## src/rtl/exp_e.sv

```systemverilog
// exp_e: sequential shift-and-add natural exponential (antilog) for the
// Q16.16 output of log_e. One table step per clock, 11 steps per operand,
// valid/ready handshakes on both sides.
//
// Ports:
//   clk        sole clock, rising edge
//   rst        asynchronous, active-high reset
//   in_valid   in_data valid
//   in_ready   operand can be accepted (IDLE only)
//   in_data    ln(value), unsigned Q16.16, legal range 0..0x000B1721
//   out_valid  result valid, held until out_ready
//   out_ready  consumer accepts the result
//   out_data   round(e^in_data), saturated to 0xFFFF
//   out_ovf    result was clamped
//
// state | meaning
// IDLE  | waiting for an operand, in_ready high
// RUN   | stepping the ln table, one entry per cycle (step 0..10)
// DONE  | result held on out_data/out_ovf until out_ready

module exp_e (
  input  logic        clk,
  input  logic        rst,
  input  logic        in_valid,
  output logic        in_ready,
  input  logic [31:0] in_data,
  output logic        out_valid,
  input  logic        out_ready,
  output logic [15:0] out_data,
  output logic        out_ovf
);

  typedef enum logic [1:0] {IDLE, RUN, DONE} state_t;

  localparam logic [31:0] LN_MAX = 32'h000B_1721;
  localparam logic [32:0] X_ONE  = 33'h0_0001_0000;

  state_t      state_q, state_d;
  logic [31:0] y_q, y_d;
  logic [32:0] x_q, x_d;
  logic [3:0]  step_q, step_d;
  logic        sat_q, sat_d;
  logic        in_ready_q, in_ready_d;
  logic        out_valid_q, out_valid_d;
  logic [15:0] out_data_q, out_data_d;
  logic        out_ovf_q, out_ovf_d;

  logic [31:0] c_step;
  logic [32:0] x_grow;
  logic        take;
  logic [32:0] x_run;
  logic [31:0] y_run;
  logic [17:0] r;
  logic        r_big;

  // ln table: steps 0..3 are powers of two (8,4,2,1 ln2), steps 4..10 are
  // ln(1 + 2^-k) for k = 1..7.
  always_comb begin
    c_step = 32'h0;
    case (step_q)
      4'd0:    c_step = 32'h0005_8B91;
      4'd1:    c_step = 32'h0002_C5C8;
      4'd2:    c_step = 32'h0001_62E4;
      4'd3:    c_step = 32'h0000_B172;
      4'd4:    c_step = 32'h0000_67CD;
      4'd5:    c_step = 32'h0000_3920;
      4'd6:    c_step = 32'h0000_1E27;
      4'd7:    c_step = 32'h0000_0F85;
      4'd8:    c_step = 32'h0000_07E1;
      4'd9:    c_step = 32'h0000_03F8;
      4'd10:   c_step = 32'h0000_01FE;
      default: c_step = 32'h0;
    endcase
  end

  always_comb begin
    x_grow = x_q;
    case (step_q)
      4'd0:    x_grow = x_q << 8;
      4'd1:    x_grow = x_q << 4;
      4'd2:    x_grow = x_q << 2;
      4'd3:    x_grow = x_q << 1;
      default: x_grow = x_q + (x_q >> (step_q - 4'd3));
    endcase
  end

  // Greedy: subtract only when the residual covers the constant, so y never wraps.
  // x stays below 2^33 even for saturated inputs, so the 33-bit width holds the product.
  always_comb begin
    take  = (y_q >= c_step);
    x_run = take ? x_grow : x_q;
    y_run = take ? (y_q - c_step) : y_q;
    r     = 18'(({1'b0, x_run} + 34'h0_0000_8000) >> 16);
    r_big = |r[17:16];
  end

  always_comb begin
    state_d     = state_q;
    y_d         = y_q;
    x_d         = x_q;
    step_d      = step_q;
    sat_d       = sat_q;
    out_valid_d = out_valid_q;
    out_data_d  = out_data_q;
    out_ovf_d   = out_ovf_q;
    case (state_q)
      IDLE: begin
        if (in_valid && in_ready_q) begin
          y_d     = in_data;
          x_d     = X_ONE;
          step_d  = 4'd0;
          sat_d   = (in_data > LN_MAX);
          state_d = RUN;
        end
      end
      RUN: begin
        y_d = y_run;
        x_d = x_run;
        if (step_q == 4'd10) begin
          out_data_d  = (sat_q || r_big) ? 16'hFFFF : r[15:0];
          out_ovf_d   = sat_q | r_big;
          out_valid_d = 1'b1;
          state_d     = DONE;
        end else begin
          step_d = step_q + 4'd1;
        end
      end
      DONE: begin
        if (out_ready) begin
          out_valid_d = 1'b0;
          state_d     = IDLE;
        end
      end
      default: state_d = IDLE;
    endcase
    // Registered so that in_ready stays low through reset and rises one
    // edge after release; DONE->IDLE raises it on the handshake edge.
    in_ready_d = (state_d == IDLE);
  end

  always_ff @(posedge clk or posedge rst) begin
    if (rst) begin
      state_q     <= IDLE;
      y_q         <= 32'h0;
      x_q         <= 33'h0;
      step_q      <= 4'd0;
      sat_q       <= 1'b0;
      in_ready_q  <= 1'b0;
      out_valid_q <= 1'b0;
      out_data_q  <= 16'h0;
      out_ovf_q   <= 1'b0;
    end else begin
      state_q     <= state_d;
      y_q         <= y_d;
      x_q         <= x_d;
      step_q      <= step_d;
      sat_q       <= sat_d;
      in_ready_q  <= in_ready_d;
      out_valid_q <= out_valid_d;
      out_data_q  <= out_data_d;
      out_ovf_q   <= out_ovf_d;
    end
  end

  assign in_ready  = in_ready_q;
  assign out_valid = out_valid_q;
  assign out_data  = out_data_q;
  assign out_ovf   = out_ovf_q;

endmodule
```

## config.mk

```make
export PLATFORM = sky130hd
export DESIGN_NAME = exp_e
export DESIGN_NICKNAME = d
export VERILOG_FILES = /design/src/rtl/exp_e.sv
export SDC_FILE = /design/constraint.sdc
export NUM_CORES = 1
export LEC_CHECK = 0
export BUFFER_PORTS_ARGS = -buffer_cell sky130_fd_sc_hd__buf_2
export CORE_ASPECT_RATIO = 1.25
export CORE_MARGIN = 1.5
export CORE_UTILIZATION = 60
export CTS_CLUSTER_DIAMETER = 100
export CTS_CLUSTER_SIZE = 12
export DETAILED_ROUTE_END_ITERATION = 6
export HOLD_SLACK_MARGIN = 0.06
export PLACE_DENSITY = 0.78
export SYNTH_ARGS = -nofsm -noshare
export SYNTH_HDL_FRONTEND = slang
export SYNTH_SLANG_ARGS = --single-unit
```

## constraint.sdc

```tcl
create_clock -name clk -period 13.8 [get_ports clk]
set_input_delay 1.38 -clock clk [delete_from_list [all_inputs] [get_ports clk]]
set_output_delay 1.38 -clock clk [all_outputs]
set_load 0.01 [all_outputs]
```

==> key figures, run 1 <==
Outcome
  – Outcome: complete, but fails checks
  – Failing checks: DRC

Drt
  – Total Wirelength: 32900 um
  – TritonRoute pass-1 iters: 7
  – Antenna-violating nets left: 0
  – Routed length per instance: 21.3 um
  – Routed vias/inst: 7.09
  – Total number of vias: 10900
  – First DRT Iteration DRCs: 1283
  – Residual DRC: 2

Logic synthesis
  – Yosys top cell area share: 21.7%
  – Syn_nets: 1460
  – Sequential area share after synthesis: 21.7%
  – Yosys cell types: 81
  – Synth area leaders: dfrtp_1 (22%), ha_1 (8.0%), a21oi_1 (5.9%)
  – Mean Syn Cell Area: 7.73 um^2
  – Ys async rst share: 100%
  – Number of synthesized flops with an enable pin: 0
  – Cells after Synth: 1355
  – Main flop type after synthesis: dfrtp_1
  – Cell taking the most area after synthesis: dfrtp_1
  – Yosys Warn Count: 0
  – #FFs+latches synth: 91
  – Synthesized cell area: 10500 um^2

Floorplan
  – Die Ht: 151 um
  – Core area: 17000 um^2
  – # rows: 53
  – Initial Utilization: 61.7%
  – Die width: 121 um
  – Die footprint: 18300 um^2
  – Io pins: 55

CTS
  – Clk root buf: clkbuf_16
  – Clk slew on worst S/H paths: 80 ps
  – TritonCTS Buffers: 9
  – Clk_lat worst skew: 370 ps
  – Postcts setup bufs: 0
  – Clock sink count: 91
  – CTS H-tree depth: 3
  – Post-CTS resize count: 0
  – Clock Tree Buf Depth: 2
  – Hold-fix buffers, CTS: 0
  – CTS tree: built

Setup path
  – WS Path Type: register to register
  – Crit Path Max Fanout: 49
  – R2r startpoint: step_q[0]
  – Arrival time at the worst endpoint: 8340 ps
  – Critical path origin: step_q[0]
  – CP required: 14000 ps
  – Worst setup EP type: register
  – CP startpoint kind: register

Timing
  – Final-report setup violation count: 0
  – RSZ-0062 raised after global routing: no
  – Slew @ Worst Pin: 1210 ps
  – Period utilization: 59.0%
  – Clk_skew: 18.9 ps
  – Final min period: 8140 ps
  – Peak Freq: 0.123 GHz
  – Max Transition Viols Final: 0
  – Slew margin rel.: 19.0%
  – Setup_tns: 0 ps
  – Hold Violations, Final: 0

Placed design
  – I/O Buffers: 54
  – Post-DP HPWL: 23400 um
  – Global placement routability congestion: 0.983

Cells and area
  – Nets: 1424
  – Area delta synth->final: 4.74%
  – Commonest non-fill, non-tap cell in the layout: nor2_1
  – Layout cell share with drive strength beyond 1: 11.6%
  – Most frequent cells in the layout: nor2_1 (126), a21oi_1 (124), nand2_1 (121), o21ai_0 (106), dfrtp_1 (90)
  – Ant diodes: 0

Global routing
  – Largest net degree at the start of global routing: 50
  – Gr ovfl total: 0
  – First-pass GRT wire length: 52500 um
  – Vias in the first global route: 10000
  – GRT Total Usage: 36.5%
  – Initial antenna violation count: 0

Min path
  – Hold path startpoint: out_ovf
  – Hold crit path type: register to register

Run
  – Maximum Capacitance Violations: 0
## layer usage
| metal | share of wire, % | wire (um) | track usage [%] |
|---|---|---|---|
| met2 | 46 | 15100 | 58.3 |
| met3 | 9.5 | 3110 | 6.67 |
| met4 | 5.3 | 1750 | 17.7 |
| met1 | 39 | 12900 | 47.6 |
| met5 | 0 | 0 | 0 |
## final cells by class
type / instances / area [um^2]
multi-input cells: 1126 / 7660
repair buffers: 70 / 390
well taps: 220 / 275
flip-flops and latches: 91 / 2280
inverters: 21 / 81.3
clock inverters: 6 / 50.0
clock buffers: 10 / 239
fillers: 1575 / 6010
## cells in the mapped netlist, types with 5 or more instances
master,instances
a211oi_1,29
a21boi_0,5
a21o_1,24
a21oi_1,124
a21oi_2,9
a221o_1,8
a221oi_1,10
a22o_1,6
a22oi_1,47
a31o_2,5
a31oi_1,16
a41oi_1,6
and2_1,8
and3_1,11
and4_1,8
buf_1,16
clkbuf_1,93
dfrtp_1,91
ha_1,67
inv_1,21
mux2_2,10
mux2i_1,47
mux4_2,19
nand2_1,122
nand2b_1,8
nand3_1,66
nand4_1,18
nor2_1,128
nor2b_1,18
nor3_1,25
nor4_1,10
o2111ai_1,6
o211ai_1,9
o21a_1,12
o21ai_0,106
o22ai_1,5
o31ai_1,8
or2_2,7
or3_1,7
or4_1,5
xnor2_1,23
xor2_1,24
## cell families (layout without fill, tap and decap cells)
group                      count (synthesis)  after routing  synth area share [%]
DFF                                       91             91                  21.7
adders and majority gates                 69             69                  8.39
xor gates and xnor gates                  47             47                  3.93
buffers and inverters                    138            107                  5.38
AOI/OAI and AO/OA                        473            473                  29.6
and+or+nand+nor                          460            460                  21.2
muxes                                     77             77                  9.78
## sequential cells by signal (all words and copies together), names as in the netlist
signal and flops:
out_data 16, in_ready 1, out_ovf 1, y_q 32, state_q 2, step_q 4
out_valid 1, sat_q 1, x_q 33
## worst max-delay path: stages, from the launching register on
cell,delay [ps]
dfrtp_2,1020
inv_1,300
ha_1,440
buf_4,430
inv_1,300
a211oi_1,230
a21oi_1,70
mux2i_1,280
a21oi_1,170
ha_1,310
a21o_1,140
and4_1,270
o211ai_1,240
o211a_1,340
o311ai_0,650
or4bb_1,530
a211oi_1,340
or4b_4,550
nor4_4,220
mux2i_2,960
a21oi_1,160
## final timing paths
path / to / slack (ps) / depth (start not counted)
max in group asynchronous: step_q[0] / 11620 / 3
max reg2reg: out_data[1] / 5660 / 20
min: out_ovf / 490 / 2
max: out_data[1] / 5660 / 20
min in group asynchronous: out_ovf / 1080 / 2
min reg2reg: out_ovf / 490 / 2
## per-stage QoR
step | hold WS, ps | std cells | cell area, um^2 | utilization [%] | setup slack (ps)
after global routing | 525 | 1544 | 11000 | 64.6 | 5050
after floorplan | 456 | 1355 | 10500 | - | 6600
after global placement | 471 | 1528 | 10700 | 62.9 | 6010
after detailed placement | 479 | 1528 | 10700 | 62.9 | 5800
final | 493 | 1544 | 11000 | 64.6 | 5660
after CTS | 498 | 1544 | 11000 | 64.6 | 5780
Power of run 1 is left out: the tool's default activity adds up to more than one toggle a clock period on the data nets, which glitch-free logic cannot reach.
==> inputs of run 2 (changes only) <==
Settings changed: CORE_UTILIZATION 60 to 58, PLACE_DENSITY 0.78 to 0.79.
Clock period 13.8 ns to 7.2 ns, I/O delays scaled along.
==> key figures, run 2 (synthesized netlist as in run 1, its figures left out) <==
Outcome
  – Outcome: finished, final reports clean

Floorplan
  – Die width: 123 um (+1.7%)
  – # rows: 54 (+1.9%)
  – Die Ht: 153 um (+1.7%)
  – Core area: 17600 um^2 (+3.5%)
  – Io pins: 55 (unchanged)
  – Die footprint: 18900 um^2 (+3.4%)
  – Initial Utilization: 59.6% (-2.1 points)

Timing
  – Peak Freq: 0.146 GHz (+19%)
  – Hold Violations, Final: 0 (unchanged)
  – Worst Hold Slack: 457 ps (-36.3 ps)
  – Slew @ Worst Pin: 1310 ps (+97.8 ps)
  – Clk_skew: 16.7 ps (-2.22 ps)
  – Setup_tns: 0 ps (unchanged)
  – Period utilization: 94.8% (+36 points)
  – Final min period: 6830 ps (-1310 ps)
  – Max Transition Viols Final: 0 (unchanged)
  – RSZ-0062 raised after global routing: no
  – Slew margin rel.: 12.4% (-6.6 points)
  – Final-report setup violation count: 0 (unchanged)

Placed design
  – Inst Count DP: 1538 (+0.65%)
  – Global placement routability congestion: 0.954 (-2.9%)
  – I/O Buffers: 54 (unchanged)
  – Post-DP HPWL: 23600 um (+0.69%)
  – Placed inst area: 10700 um^2 (+0.47%)

Cells and area
  – Non-filler instance count after layout: 1554 (+0.65%)
  – Commonest non-fill, non-tap cell in the layout: nor2_1
  – Ant diodes: 0 (unchanged)
  – Area delta synth->final: 5.38%
  – Most frequent cells in the layout: nor2_1 (126), a21oi_1 (124), nand2_1 (121), o21ai_0 (106), dfrtp_1 (90)
  – Layout cell share with drive strength beyond 1: 12.1% (+0.47 points)
  – Nets: 1430 (+0.42%)
  – Design area: 11000 um^2 (+0.60%)
  – Most flops, register: x_q
  – Max reg flops: 33 (unchanged)

Setup path
  – Arrival time at the worst endpoint: 7070 ps (-1270 ps)
  – CP startpoint kind: register
  – WS Path Type: register to register
  – Worst setup EP type: register
  – Worst R2R Setup Slack: 370 ps (-5290 ps)
  – Reg2Reg Depth: 18 (-10%)
  – R2r startpoint: step_q[1]
  – Reg2reg end: out_data[13]
  – CP required: 7440 ps (-6560 ps)
  – Crit Path Max Fanout: 30 (-39%)

Drt
  – Residual DRC: 0 (-2)
  – Total number of vias: 11000 (+0.90%)
  – Total Wirelength: 33400 um (+1.7%)
  – Antenna-violating nets left: 0 (unchanged)
  – TritonRoute pass-1 iters: 6 (-1)
  – Routed vias/inst: 7.11 (+0.26%)
  – First DRT Iteration DRCs: 1331 (+3.7%)
  – Routed length per instance: 21.5 um (+1.1%)

CTS
  – Postcts setup bufs: 0 (unchanged)
  – Clk slew on worst S/H paths: 80 ps (about the same)
  – TritonCTS Buffers: 9 (unchanged)
  – Clk root buf: clkbuf_16
  – Clk_lat worst skew: 370 ps (about the same)
  – Post-CTS resize count: 0 (unchanged)
  – Clock Tree Buf Depth: 2 (unchanged)
  – CTS H-tree depth: 3 (unchanged)
  – CTS tree: built
  – Hold-fix buffers, CTS: 0 (unchanged)
  – Clock sink count: 91 (unchanged)

Global routing
  – First-pass GRT wire length: 53600 um (+2.0%)
  – Largest net degree at the start of global routing: 73 (+46%)
  – Initial antenna violation count: 0 (unchanged)
  – GRT Total Usage: 35.7% (-0.75 points)
  – Gr ovfl total: 0 (unchanged)
  – Vias in the first global route: 10200 (+2.4%)

Min path
  – Hold crit path type: input port to asynchronous set/reset pin

Run
  – Maximum Capacitance Violations: 0 (unchanged)
[run 2: worst max path at each step]
stage | from | to | slack [ps] | cells after the start
floorplan | step_q[0] | out_data[3] | 5 | 24
global placement | step_q[1] | out_data[1] | 620 | 20
detailed placement | step_q[1] | out_data[11] | 500 | 23
CTS | step_q[1] | out_data[12] | 460 | 23
global route | step_q[1] | out_data[14] | 60 | 23
finish | step_q[1] | out_data[13] | 370 | 18
[run 2: stage by stage]
step / util, % / setup WS (ps)
2_1_floorplan: - / 4.77
3_3_place_gp: 61.1 / 625
3_5_place_dp: 61.1 / 502
4_1_cts: 62.8 / 459
5_1_grt: 62.8 / 55.7
6_report: 62.8 / 371
[run 2: area by class of cell]
class / instances / area, um^2
clock inverters: 7 / 71.3
well taps: 224 / 280
fillers: 1604 / 6530
multi-input cells: 1126 / 7660
flip-flops and latches: 91 / 2280
repair buffers: 76 / 439
inverters: 21 / 81.3
clock buffers: 9 / 225
[run 2: layer usage]
layer,wire [um],vias up,global-route usage [%]
li1,-,5037,-
met1,13400,5269,47.6
met2,15600,595,57.0
met3,2930,145,5.75
met4,1520,0,15.6
met5,0,-,0
[run 2: worst max-delay path: stages, from the launching register on]
cell	delay [ps]
dfrtp_1	510
inv_1	160
ha_1	350
buf_6	290
mux4_2	570
mux2i_1	310
mux2i_1	230
ha_1	390
and3_1	350
o211ai_1	320
o21a_1	300
o311ai_0	810
nor2_1	220
o32a_4	440
or4b_4	580
nor4_4	220
mux2i_2	240
buf_4	280
a21oi_1	100
Power of run 2 is left out for the same reason.
==> inputs of run 3 (changes only) <==
Settings changed: CORE_UTILIZATION 58 to 59, CTS_BUF_LIST from default to sky130_fd_sc_hd__clkbuf_8, PLACE_DENSITY 0.79 to 0.8.
==> key figures, run 3 (synthesized netlist as in run 1, its figures left out) <==
Outcome
  – Outcome: finished, final reports clean

Cells and area
  – Area delta synth->final: 4.47%
  – Commonest non-fill, non-tap cell in the layout: nor2_1
  – Area of the multi-input gates: 7670 um^2 (about the same)
  – Most flops, register: x_q
  – Reg area: 2280 um^2 (unchanged)
  – Filler Cell Count: 1559 (-2.8%)
  – Nets: 1429 (-0.070%)
  – Ant diodes: 0 (unchanged)
  – Layout cell share with drive strength beyond 1: 12.1% (about the same)
  – Max reg flops: 33 (unchanged)
  – Most frequent cells in the layout: nor2_1 (126), a21oi_1 (124), nand2_1 (121), o21ai_0 (106), dfrtp_1 (90)

Placed design
  – Post-DP HPWL: 23400 um (-1.0%)
  – Global placement routability congestion: 1.02 (+6.8%)
  – I/O Buffers: 54 (unchanged)

Setup path
  – Arrival time at the worst endpoint: 7210 ps (+140 ps)
  – Worst setup EP type: register
  – Crit Path Max Fanout: 36 (+20%)
  – CP required: 7470 ps (+30 ps)
  – CP startpoint kind: register
  – WS Path Type: register to register

Drt
  – Total number of vias: 10900 (-1.3%)
  – Routed length per instance: 21.0 um (-2.2%)
  – Total Wirelength: 32700 um (-2.3%)
  – TritonRoute pass-1 iters: 7 (+1)
  – Antenna-violating nets left: 0 (unchanged)
  – Routed vias/inst: 7.02 (-1.2%)
  – First DRT Iteration DRCs: 1325 (-0.45%)
  – Residual DRC: 0 (unchanged)

CTS
  – TritonCTS Buffers: 9 (unchanged)
  – CTS H-tree depth: 3 (unchanged)
  – Post-CTS resize count: 0 (unchanged)
  – Clk root buf: clkbuf_8
  – Clk_lat worst skew: 420 ps (+50 ps)
  – Clock Tree Buf Depth: 2 (unchanged)
  – CTS tree: built
  – Postcts setup bufs: 0 (unchanged)
  – Clock sink count: 91 (unchanged)
  – Clk slew on worst S/H paths: 140 ps (+60 ps)
  – Hold-fix buffers, CTS: 0 (unchanged)

Timing
  – Hold Violations, Final: 0 (unchanged)
  – Final min period: 6930 ps (+102 ps)
  – Setup_tns: 0 ps (unchanged)
  – Clk_skew: 35.7 ps (+19.0 ps)
  – Max Transition Viols Final: 0 (unchanged)
  – Slew @ Worst Pin: 1250 ps (-60.6 ps)
  – Slew margin rel.: 16.5% (+4.1 points)
  – Peak Freq: 0.144 GHz (-1.5%)
  – Period utilization: 96.3% (+1.4 points)
  – Final-report setup violation count: 0 (unchanged)
  – RSZ-0062 raised after global routing: no

Min path
  – Hold crit path type: input port to asynchronous set/reset pin

Global routing
  – Initial antenna violation count: 0 (unchanged)
  – GRT Total Usage: 35.8% (about the same)
  – Vias in the first global route: 10200 (-0.55%)
  – Gr ovfl total: 0 (unchanged)
  – Largest net degree at the start of global routing: 69 (-5.5%)
  – First-pass GRT wire length: 53000 um (-1.0%)

Floorplan
  – Io pins: 55 (unchanged)
  – Initial Utilization: 60.1% (+0.46 points)
  – # rows: 54 (unchanged)
  – Core area: 17400 um^2 (-0.77%)
  – Die width: 122 um (-0.83%)
  – Die footprint: 18600 um^2 (-1.7%)
  – Die Ht: 152 um (-0.84%)

Run
  – Maximum Capacitance Violations: 0 (unchanged)
[run 3: routing by layer]
| layer | track usage (%) | wire [um] | up-vias | part of all wire (%) |
|---|---|---|---|---|
| met5 | 0 | 0 | - | 0 |
| met4 | 17.2 | 1640 | 0 | 5.0 |
| met3 | 5.14 | 3000 | 146 | 9.2 |
| met2 | 56.7 | 15100 | 617 | 46 |
| met1 | 47.7 | 12900 | 5105 | 40 |
| li1 | - | - | 5033 | - |
[run 3: cell type report]
cell class / count / area share (%)
Tap cell: 224 / 2.56
Timing Repair Buffer: 75 / 4.03
Inverter: 21 / 0.743
Clock buffer: 9 / 1.13
Multi-Input combinational cell: 1126 / 70.1
Clock inverter: 7 / 0.640
Sequential cell: 91 / 20.8
[run 3: metrics by stage]
step           setup WS [ps]  area (um^2)  hold slack [ps]  utilization, %  std cells
2_1_floorplan           4.77        10500              456               -       1355
3_3_place_gp             408        10700              470            61.6       1537
3_5_place_dp             302        10700              478            61.6       1537
4_1_cts                  259        10900              225            62.7       1553
5_1_grt                 30.8        10900              262            62.8       1553
6_report                 270        10900              230            62.8       1553
[run 3: final timing paths]
path                            slack (ps)       from  depth (start not counted)     endpoint
worst max-delay path                   270  step_q[1]                         18  out_data[1]
worst min-delay path                   230        rst                          2      x_q[26]
worst max register to register         270  step_q[1]                         18  out_data[1]
worst min register to register         500     y_q[3]                          2       y_q[3]
max in group asynchronous             5710        rst                          3    step_q[0]
min in group clk                       500     y_q[3]                          2       y_q[3]
[run 3: critical path, stage by stage, from the launching register on]
cell,delay [ps]
dfrtp_1,520
inv_1,160
ha_1,440
buf_12,250
mux4_2,540
mux2i_1,310
mux2i_1,200
ha_1,400
and3_1,370
o211ai_1,320
o21a_1,290
o311ai_0,910
nor2_1,190
o32a_4,430
or4b_4,580
nor4_4,230
mux2i_2,250
buf_4,280
a21oi_1,100
Power of run 3 is left out for the same reason.
